`src/rtl/packet_assembler.sv`:
```
// Packet assembler: gathers nbits_in-wide chunks, first chunk most significant, into one
// nbits_out-wide word, with a separate output register so the next word can assemble meanwhile.
module packet_assembler #(
    parameter int nbits_in  = 8,
    parameter int nbits_out = 8
) (
    input  logic                 clk,
    input  logic                 reset,
    input  logic                 req_val,
    output logic                 req_rdy,
    input  logic [nbits_in-1:0]  req_msg,
    output logic                 resp_val,
    input  logic                 resp_rdy,
    output logic [nbits_out-1:0] resp_msg
);

    localparam int NumRegs = (nbits_out + nbits_in - 1) / nbits_in;
    localparam int CntBits = (NumRegs > 1) ? $clog2(NumRegs) : 1;
    localparam int AccW    = nbits_out - nbits_in;
    localparam logic [CntBits-1:0] LastCnt = CntBits'(NumRegs - 1);

    logic [CntBits-1:0]   countQ, countD;
    logic                 respValQ, respValD;
    logic [nbits_out-1:0] respMsgQ, respMsgD;
    logic [nbits_out-1:0] assembled;
    logic                 isLast, reqRdy, reqFire, respFire, lastFire;

    assign isLast   = (countQ == LastCnt);
    assign reqRdy   = !isLast || !respValQ || resp_rdy;
    assign reqFire  = req_val && reqRdy;
    assign respFire = respValQ && resp_rdy;
    assign lastFire = reqFire && isLast;

    assign req_rdy  = reqRdy;
    assign resp_val = respValQ;
    assign resp_msg = respMsgQ;

    // Earlier chunks live in a shift register sized to just the bits that survive into
    // the output word, so chunk 0's discarded upper bits fall off the top as it shifts.
    if (AccW == 0) begin : gNoAcc
        assign assembled = req_msg;
    end else begin : gAcc
        logic [AccW-1:0] accQ, accD;

        if (AccW > nbits_in) begin : gWide
            assign accD = {accQ[AccW-nbits_in-1:0], req_msg};
        end else begin : gNarrow
            assign accD = req_msg[AccW-1:0];
        end

        always_ff @(posedge clk or negedge reset) begin
            if (!reset) begin
                accQ <= '0;
            end else if (reqFire && !isLast) begin
                accQ <= accD;
            end
        end

        assign assembled = {accQ, req_msg};
    end

    always_comb begin
        countD   = countQ;
        respValD = respValQ;
        respMsgD = respMsgQ;
        if (lastFire) begin
            countD   = '0;
            respValD = 1'b1;
            respMsgD = assembled;
        end else begin
            if (reqFire) begin
                countD = countQ + CntBits'(1);
            end
            if (respFire) begin
                respValD = 1'b0;
            end
        end
    end

    always_ff @(posedge clk or negedge reset) begin
        if (!reset) begin
            countQ   <= '0;
            respValQ <= 1'b0;
            respMsgQ <= '0;
        end else begin
            countQ   <= countD;
            respValQ <= respValD;
            respMsgQ <= respMsgD;
        end
    end

endmodule
```
`config.mk`:
```
export PLATFORM = sky130hd
export DESIGN_NAME = packet_assembler
export DESIGN_NICKNAME = d
export VERILOG_FILES = /design/src/rtl/packet_assembler.sv
export SDC_FILE = /design/constraint.sdc
export NUM_CORES = 1
export LEC_CHECK = 0
export BUFFER_PORTS_ARGS = -buffer_cell sky130_fd_sc_hd__buf_2
export CAP_MARGIN = 20
export CORE_AREA = 2 2 39 41
export DETAILED_ROUTE_END_ITERATION = 7
export DIE_AREA = 0 0 41 43
export PLACE_DENSITY = 0.66
export SYNTH_ARGS = -nofsm -noshare
export SYNTH_HDL_FRONTEND = slang
export SYNTH_SLANG_ARGS = --single-unit
```
`constraint.sdc`:
```
create_clock -name clk -period 1.15 [get_ports clk]
set_input_delay 0.23 -clock clk [delete_from_list [all_inputs] [get_ports clk]]
set_output_delay 0.23 -clock clk [all_outputs]
set_load 0.05 [all_outputs]
```
## Word level (Yosys, flattened, before mapping)

Cells that the tools add are included.

| cells by class | value |
|---|---|
| add/sub/neg operators | 1 |
| equal/unequal tests | 0 |
| bitwise logic cells | 1 |
| multipliers | 0 |
| muxes and demuxes | 4 |
| reductions and logical operators | 8 |
| $lt $le $gt $ge | 0 |
| shift-type cells | 0 |
| div/mod/pow operators | 0 |

Operators by type and width:

| kind | number |
|---|---|
| $mux 1 | 4 |
| $reduce_bool 2->1 | 2 |
| $logic_and 1x1->1 | 3 |
| $logic_or 1x1->1 | 2 |
| $add 1x1->1 const B | 1 |
| $logic_not 1->1 | 1 |
| $not 1->1 | 1 |

| storage, ports and cells | value |
|---|---|
| latch bits | 0 |
| bits in read-only memories | 0 |
| output and inout bits | 10 |
| bits of input ports | 12 |
| RAM bits | 0 |
| register bits after elaboration | 10 |
| logic and storage cells | 17 |
| memories | 0 |

## Depth between registers and ports, before layout

Gate-level depths: netlist (run 1).

| depth | value |
|---|---|
| depth after elaboration | 6 |
| gate-level depth with buffers | 3 |
| mapped depth without buffers | 3 |

## Least setup slack after synthesis (run 1)

Ideal clock, no wire load.

| timing path | value |
|---|---|
| path type | flip-flop to output port |
| from | register respValQ (netlist: resp_val) |
| to | output port req_rdy |
| path slack | -452 ps |
| stages on the path, launching flop included | 3 |
| path buffers | 0 |
| data arrival time | 1372 ps |
| data required time | 920 ps |
| cell sequence | dfrtp_1 -> inv_1 -> or3_2 |

| on the way | value |
|---|---|
| longest elaborated chain between the ends | 3 |

RTL lines:

| what | line | RTL |
|---|---|---|
| start: declaration | 23 | `logic respValQ, respValD;` |
| start signal: assignment | 87 | `respValQ <= respValD;` |
| $logic_not 1->1 | 29 | `assign reqRdy = !isLast \|\| !respValQ \|\| resp_rdy;` |
| $logic_or 1x1->1 (2 in series) | 29 |  |
| end: declaration | 10 | `output logic req_rdy,` |

No other way between the ends.

## Worst setup path after layout (run 1)

| timing path | value |
|---|---|
| from | register countQ |
| to | output port req_rdy |

| on the way | value |
|---|---|
| longest elaborated chain between the ends | 2 |

RTL lines:

| what | line | RTL |
|---|---|---|
| start: declaration | 22 | `logic [CntBits-1:0] countQ, countD;` |
| start signal: assignment | 86 | `countQ <= countD;` |
| $logic_or 1x1->1 (2 in series) | 29 |  |

No other way between the ends.

==> results.ini, run 1 <==
[timing]
grt_setup_unrepaired = true
period_share_pct = 121.8
finalClockSkew_ns = 0.006566
minimum_clock_period_after_layout_ns = 1.401
slew_headroom_pct = 83.47
timing_max_transition_violations_final = 0
timing.final.ws_setup_ns = -0.2509
setup_violations = 10
timing_worst_slew_pin_value_ns = 0.2497
timing.fmax_ghz = 0.7138
final_hold_viol_count = 0

[layout]
diodes = 0
finish.utilization_pct = 47.83
fraction_of_layout_cells_with_a_size_suffix_above_1_pct = 75.93
area_growth_pct = 65.83
layout.cells.most_common_list = buf_2 (16), dfrtp_1 (9), mux2_4 (8), clkbuf_4 (6), buf_8 (2)
postLayoutCellArea_um2 = 661.9
fin_cells = 70
layout_commonest_cell = buf_2
final_nets = 67

[placed_design]
place_area_um2 = 529.3
place.gp.congestion = 0.6143
dp.cells = 62
io_buffers = 21

[clocking]
clk-insertion-delay-late_ns = 0.26
clock_tree.htree_level_count = 1
tritoncts_num_sinks = 10
cell_chosen_for_the_clock_root = clkbuf_4
cts.clk_slew.worst_paths_ns = 0.07
tritoncts = built
numCtsBuffers = 3
cts_max_path_buffers = 2

[critical_path]
critPathLaunchType = flip-flop
path_buf_inv = 1
ff2ff_setup_slack_ns = -0.19
slowest_stage = or3_4
timing.critical_path.fanout_max = 2
timing.critical_path.arrival_ns = 1.17
worst-endpoint-required_ns = 0.92
cpLargestDelayFamily = simple AND/OR/NAND/NOR gates
crit_path_end_kind = output port
timing.critical_path.slowest_cell_delay_ns = 0.39
cp_cell_sequence = or3_4 -> buf_8
criticalPathCategory = flip-flop to output port

[die]
dieHeight_um = 43
rows = 14
core_area_mm2 = 0.001384
num_io_pins = 22
die_span_x_um = 41
initial_utilization_pct = 28.84
die_area_mm2 = 0.001763

[worst_hold_path]
holdCritPathClass = input pin to flip-flop

[global_route]
via_count_of_the_first_global_routing_pass = 339
grt_overflow = 0
grt_pass1_wl_um = 1407
antenna_found_initial = 0
track_usage_pct = 12.61
grt_max_degree = 11

[logic_synthesis]
synth_nets = 37
mapped_cells = 25
post_synth_num_cell_types = 8
yosysWarnings = 0
yosysSeqAreaShare_pct = 62.70
count_of_state_elements_after_synthesis = 10
synth_area_um2 = 399.1
syn_avg_cell_area_um2 = 15.97

[run_status]
run_status = finished, violations left
violations = negative setup slack

[routing]
vias_per_cell = 4.343
drcViolationCount = 0
post_drt_wl_per_cell_um = 11.69
detail_route.first_pass.iterations = 2
drtIter0Drc = 5
num_vias = 304
totalWireLength_um = 818
drtAntennaViolNets = 0

[power]
leakage_nw = 0.3397
design_power_total_mw = 1.046
power_density_mw_per_mm2 = 1581
power.ir.vdd_worst_mv = 0.6757

[job]
cap_viol_max_count = 0

[flip-flops by register name, indices dropped and copies added (netlist names)]
register  cells
countQ        1
resp_msg      8
resp_val      1
[power breakdown]
part / internal (mW) / switching [mW] / leakage [nW]
combinational: 0.147 / 0.233 / 0.207
sequential: 0.397 / 0.0235 / 0.118
clock: 0.134 / 0.113 / 0.0150
[final cells by class]
class                      count  area (um^2)
clock buffer                   4        26.28
fill                         140        721.9
inverter                       2        7.507
multi-input combinational     13        175.2
sequential                    10        251.5
tap                           16        20.02
timing repair buffer          25        181.4
[cells in the mapped netlist]
master	instances	area share, %
or3_2	1	1.9
a21oi_4	1	4.1
mux2_2	8	23
dfrtp_1	10	63
and2b_2	1	2.2
o21ai_0	1	1.3
nand2b_4	1	3.4
inv_1	2	1.9
[worst reg2reg max path, cell delays in order, from the launching register on]
cell,delay (ns)
dfrtp_1,0.37
buf_4,0.13
nand2b_4,0.14
a21oi_4,0.13
buf_12,0.15
mux2_4,0.30
[cell families (layout without fill, tap and decap cells)]
group                  Yosys count  after routing  share of synthesized area [%]
buffers and inverters            2             31                          1.882
AND/OR/NAND/NOR                  3              3                          7.524
flip-flops                      10             10                          62.70
AO/OA/AOI/OAI                    2              2                          5.329
multiplexers                     8              8                          22.57
[repair_timing]
| item | 4_1_cts | 5_1_grt |
|---|---|---|
| gates resized for setup | 15 | 4 |
| endpoints found under the setup margin | 10 | 13 |
| setup buffers | 3 | 1 |
| hold endpoints to repair | 10 | 0 |
| hold buffers | 1 | 0 |
[layer usage]
layer / wire length [um] / vias to the layer above / track usage, %
met5: 0 / - / 0
met2: 420 / 11 / 17.19
met1: 335 / 149 / 15.10
met4: 12 / 0 / 8.000
li1: - / 142 / -
met3: 50 / 2 / 6.283
[final timing paths]
check | startpoint | endpoint | cells past startpoint
max in group asynchronous | reset | resp_val | 2
hold reg to reg | resp_msg[7] | resp_msg[7] | 1
setup / recovery | countQ | req_rdy | 2
setup reg to reg | countQ | resp_msg[0] | 5
hold / removal | resp_rdy | resp_val | 2
min in group asynchronous | reset | resp_msg[6] | 2
[metrics by stage]
| step | hold WS [ns] | setup TNS, ns | setup WS (ns) |
|---|---|---|---|
| floorplan | -0.06559 | -0.9192 | -0.1042 |
| global placement | 0.1043 | -0.8619 | -0.1067 |
| detailed placement | 0.1019 | -0.9929 | -0.1228 |
| CTS | 0.1941 | -1.739 | -0.2609 |
| global route | 0.1752 | -2.198 | -0.3022 |
| finish | 0.1908 | -1.738 | -0.2509 |
Note: power is estimated with default switching activity, not from simulation.
==> run 2, diff against run 1 <==
- REMOVE_ABC_BUFFERS: not set -> 1
- clock period: 1.15 -> 1.27 ns (I/O delays scaled with it)
==> run 2 against run 1 <==
Net effect:
- the flow still finishes with violations (negative setup slack)
- critical path depth increased by 1
- cell area rose by 1.3%
- sequential share of layout area down 0.68 points
- hold slack better by 0.034 ns
- total power shrank 5.4%
- clock skew shrank 0.0041 ns
- clock power rose by 13%
- critical endpoint unchanged
==> results.ini, run 2 (synthesis gave the netlist of run 1 again) <==
[run_status]
run_status = finished, violations left
violations = negative setup slack

[die]
rows = 14
die_span_x_um = 41
die_area_mm2 = 0.001763
core_area_mm2 = 0.001384
dieHeight_um = 43
initial_utilization_pct = 28.84
num_io_pins = 22

[worst_hold_path]
hold_depth = 2
holdCritPathClass = input pin to flip-flop

[critical_path]
worst-endpoint-required_ns = 1.02
criticalPathCategory = flip-flop to output port
timing.critical_path.slowest_cell_delay_ns = 0.36
timing.critical_path.arrival_ns = 1.16
slowest_stage = or3_4
cp_cell_sequence = inv_1 -> or3_4 -> buf_8
reg2reg_depth = 5
ff2ff_setup_slack_ns = -0.08
timing.critical_path.fanout_max = 2
crit_path_end_kind = output port
critPathLaunchType = flip-flop

[global_route]
antenna_found_initial = 0
grt_overflow = 0
grt_pass1_wl_um = 1255
via_count_of_the_first_global_routing_pass = 287
grt_max_degree = 11
track_usage_pct = 11.55

[routing]
num_vias = 317
drtAntennaViolNets = 0
vias_per_cell = 4.403
post_drt_wl_per_cell_um = 11.56
detail_route.first_pass.iterations = 1
drcViolationCount = 0
drtIter0Drc = 0
totalWireLength_um = 832

[clocking]
clock_tree.htree_level_count = 1
tritoncts = built
tritoncts_num_sinks = 10
clk-insertion-delay-late_ns = 0.26
cts.clk_slew.worst_paths_ns = 0.07
numCtsBuffers = 3
cts_max_path_buffers = 2
cell_chosen_for_the_clock_root = clkbuf_4

[timing]
setup-tns-final_ns = -0.7358
period_share_pct = 111.7
slew_headroom_pct = 83.30
minimum_clock_period_after_layout_ns = 1.419
finalClockSkew_ns = 0.002429
timing.fmax_ghz = 0.7049
timing_worst_slew_pin_value_ns = 0.2522
setup_violations = 9
timing.final.ws_setup_ns = -0.1487
timing_max_transition_violations_final = 0
grt_setup_unrepaired = true
final_hold_viol_count = 0

[layout]
postLayoutCellArea_um2 = 670.6
layout.cells.most_common_list = buf_2 (19), dfrtp_1 (10), mux2_4 (8), buf_4 (4), clkbuf_4 (3)
final_nets = 69
fin_cells = 72
area_growth_pct = 68.02
largest_reg_flops = 8
layout_commonest_cell = buf_2
count_of_filler_cells_inserted_in_the_layout = 128
fraction_of_layout_cells_with_a_size_suffix_above_1_pct = 75.00
diodes = 0

[power]
power_density_mw_per_mm2 = 1476
power.ir.vdd_worst_mv = 0.5807
design_power_total_mw = 0.9900
leakage_nw = 0.3527

[placed_design]
dp.cells = 63
place_area_um2 = 531.8
place.gp.congestion = 0.5322
io_buffers = 21

[job]
cap_viol_max_count = 0

==> run 2: cell types whose count changed in the layout (fill, tap and decap cells not counted) <==
cell	before	now
dfrtp_2	1	0
buf_2	16	19
dfrtp_1	9	10
buf_8	2	1
buf_4	1	4
clkbuf_1	1	0
inv_2	1	0
clkbuf_4	6	3
clkbuf_8	0	1
inv_1	1	2
==> run 2: worst max-delay path: cells and delay by family (launching register included) <==
| kind | cells | cell delay (ns) |
|---|---|---|
| buffers and inverters | 2 | 0.21 |
| and+or+nand+nor | 1 | 0.36 |
| DFF | 1 | 0.34 |
==> run 2: final timing paths <==
| check | start | end |
|---|---|---|
| hold / removal | req_msg[1] | resp_msg[1] |
| setup / recovery | resp_val | req_rdy |
| hold reg to reg | resp_msg[2] | resp_msg[2] |
| setup reg to reg | countQ | resp_msg[4] |
| min in group asynchronous | reset | resp_msg[0] |
| max in group asynchronous | reset | resp_msg[7] |
==> run 2: cell type report <==
class / instances / area [um^2] / share of cell area, %
clock buffer: 4 / 36.28 / 5.410
inverter: 2 / 7.507 / 1.119
multi-input combinational: 13 / 175.2 / 26.12
sequential: 10 / 250.2 / 37.31
tap: 16 / 20.02 / 2.985
timing repair buffer: 27 / 181.4 / 27.05
==> run 2: per-layer routing <==
layer / track usage (%) / vias to the layer above / wire length (um)
met2: 16.88 / 15 / 393
met4: 4.000 / 0 / 0
met1: 12.91 / 154 / 385
met3: 7.853 / 0 / 53
li1: - / 148 / -
met5: 0 / - / 0
==> run 2: where the power goes <==
group,leakage [nW],internal [mW],switching [mW],total [mW]
Combinational,0.213,0.124,0.211,0.335
Sequential,0.118,0.358,0.0191,0.377
Clock,0.0210,0.174,0.103,0.277
Total,0.353,0.656,0.334,0.990
==> run 2: timing repair <==
item,CTS,global route
hold endpoints to repair,10,0
gates resized for setup,13,2
cloned,0,0
pin swaps,1,0
setup buffers,3,1
hold buffers,1,0
setup endpoints to repair,9,10
==> run 2: per-stage QoR <==
step	hold slack, ns	util [%]	worst slack, ns
final	0.2243	48.46	-0.1487
after global routing	0.2057	48.46	-0.2032
after CTS	0.2154	47.74	-0.1665
after global placement	0.1264	38.43	-0.01616
after detailed placement	0.1272	38.43	-0.03157
after floorplan	-0.04159	-	-0.3564
==> run 3, diff against run 2 <==
- clock period: 1.27 -> 1.3 ns (I/O delays scaled with it)
==> run 3 against run 2 <==
Net effect:
- the run still ends with negative setup slack left
- sequential power shrank 2%
- sequential cell count is the same
- clock power is essentially flat
- largest cell class unchanged
==> results.ini, run 3 (synthesis gave the netlist of run 1 again) <==
[run_status]
run_status = finished, violations left
violations = negative setup slack

[power]
design_power_total_mw = 0.9703
leakage_nw = 0.3438
power.ir.vdd_worst_mv = 0.6607
power_density_mw_per_mm2 = 1488

[critical_path]
timing.critical_path.arrival_ns = 1.21
worst-endpoint-required_ns = 1.04
setup.worst_path.start = countQ
cpLargestDelayFamily = simple AND/OR/NAND/NOR gates
slowest_stage = or3_4
path_buf_inv = 1
criticalPathCategory = flip-flop to output port
crit_path_end_kind = output port
cp_cell_sequence = or3_4 -> buf_8
worst_r2r_startpoint = countQ
worst_r2r_endpoint = resp_msg[5]
timing.critical_path.slowest_cell_delay_ns = 0.40
ff2ff_setup_slack_ns = -0.05
critPathLaunchType = flip-flop
reg2reg_depth = 5
timing.critical_path.fanout_max = 2

[die]
dieHeight_um = 43
initial_utilization_pct = 28.84
die_span_x_um = 41
die_area_mm2 = 0.001763
num_io_pins = 22
rows = 14
core_area_mm2 = 0.001384

[timing]
slew_headroom_pct = 83.50
finalClockSkew_ns = 0.001707
minimum_clock_period_after_layout_ns = 1.467
timing_max_transition_violations_final = 0
grt_setup_unrepaired = true
timing.final.ws_setup_ns = -0.1666
final_hold_viol_count = 0
setup_violations = 9
timing.fmax_ghz = 0.6818
period_share_pct = 112.8
timing_worst_slew_pin_value_ns = 0.2492
worst_hold_slack_ns = 0.2200

[layout]
postLayoutCellArea_um2 = 651.9
count_of_filler_cells_inserted_in_the_layout = 139
final_nets = 68
area_growth_pct = 63.32
finish.utilization_pct = 47.11
layout_commonest_cell = buf_2
fraction_of_layout_cells_with_a_size_suffix_above_1_pct = 74.55
largest_reg_flops = 8
layout.cells.most_common_list = buf_2 (20), dfrtp_1 (10), mux2_4 (8), clkbuf_4 (3)
diodes = 0

[placed_design]
place_area_um2 = 531.8
io_buffers = 21
place.gp.congestion = 0.5312
dp_slack_ns = -0.006663

[clocking]
cell_chosen_for_the_clock_root = clkbuf_4
clk-insertion-delay-late_ns = 0.27
clock_tree.htree_level_count = 1
numCtsBuffers = 3
tritoncts_num_sinks = 10
cts.clk_slew.worst_paths_ns = 0.06
tritoncts = built
cts_max_path_buffers = 2

[global_route]
met1_usage_pct = 11.59
grt_overflow = 0
grt_pass1_wl_um = 1304
antenna_found_initial = 0
busiest_layer = met2
grt_max_degree = 11
track_usage_pct = 12.06
groute.layer.met2.usage_pct = 17.81
groute.layer.met3.usage_pct = 7.853
via_count_of_the_first_global_routing_pass = 320

[routing]
detail_route.first_pass.iterations = 2
drtAntennaViolNets = 0
vias_per_cell = 4.479
num_vias = 318
totalWireLength_um = 826
drtIter0Drc = 1
drcViolationCount = 0
post_drt_wl_per_cell_um = 11.63

[job]
cap_viol_max_count = 0

[worst_hold_path]
min_from = resp_rdy
hold_depth = 2
whs_endpoint = resp_val
holdCritPathClass = input pin to flip-flop

## run 3: cell types whose count changed in the layout (fill, tap and decap cells not counted), sizes merged
cell,previous run,this run
buf,26,25
## run 3: worst max-delay path by stage
stage | slack (ns) | depth (start not counted) | endpoint
5_1_grt | -0.21 | 2 | req_rdy
2_1_floorplan | -0.33 | 2 | req_rdy
4_1_cts | -0.16 | 2 | req_rdy
3_5_place_dp | -0.007 | 2 | req_rdy
6_report | -0.17 | 2 | req_rdy
3_3_place_gp | 0.008 | 2 | req_rdy
## run 3: power breakdown
group          internal [mW]  switching [mW]
Clock                  0.170           0.108
Combinational          0.117           0.206
Sequential             0.350          0.0190
Total                  0.638           0.333
## run 3: metal layers
layer / vias to the layer above / part of all wire [%] / routed length [um]
met3: 3 / 11 / 90
met5: - / 0 / 0
met1: 151 / 38 / 316
met4: 0 / 1.8 / 15
li1: 146 / - / -
met2: 18 / 49 / 404
## run 3: stage by stage
step	cells	setup TNS, ns
after floorplan	25	-0.7643
after global placement	63	0
after detailed placement	63	-0.01329
after CTS	71	-0.3954
after global routing	71	-0.8816
final	71	-0.5149
## run 3: timing repair
| action | 4_1_cts | 5_1_grt |
|---|---|---|
| setup buffers | 3 | 0 |
| cloned | 0 | 0 |
| hold buffers | 1 | 0 |
| hold endpoints to repair | 10 | 0 |
| pin swaps | 1 | 0 |
| setup endpoints to repair | 9 | 9 |
| resized for setup | 14 | 0 |
## run 3: cell type report
| class | count | area, um^2 | area share [%] |
|---|---|---|---|
| multi-input cells | 13 | 175.2 | 26.87 |
| well taps | 16 | 20.02 | 3.071 |
| repair buffers | 26 | 162.7 | 24.95 |
| inverters | 2 | 7.507 | 1.152 |
| flip-flops and latches | 10 | 250.2 | 38.39 |
| clock buffers | 4 | 36.28 | 5.566 |
## run 3: worst register-to-register path: stages (launching register included)
cell and delay [ns]:
dfrtp_1 0.38, buf_4 0.14, nand2b_4 0.14, a21oi_4 0.13, buf_6 0.14, mux2_4 0.30
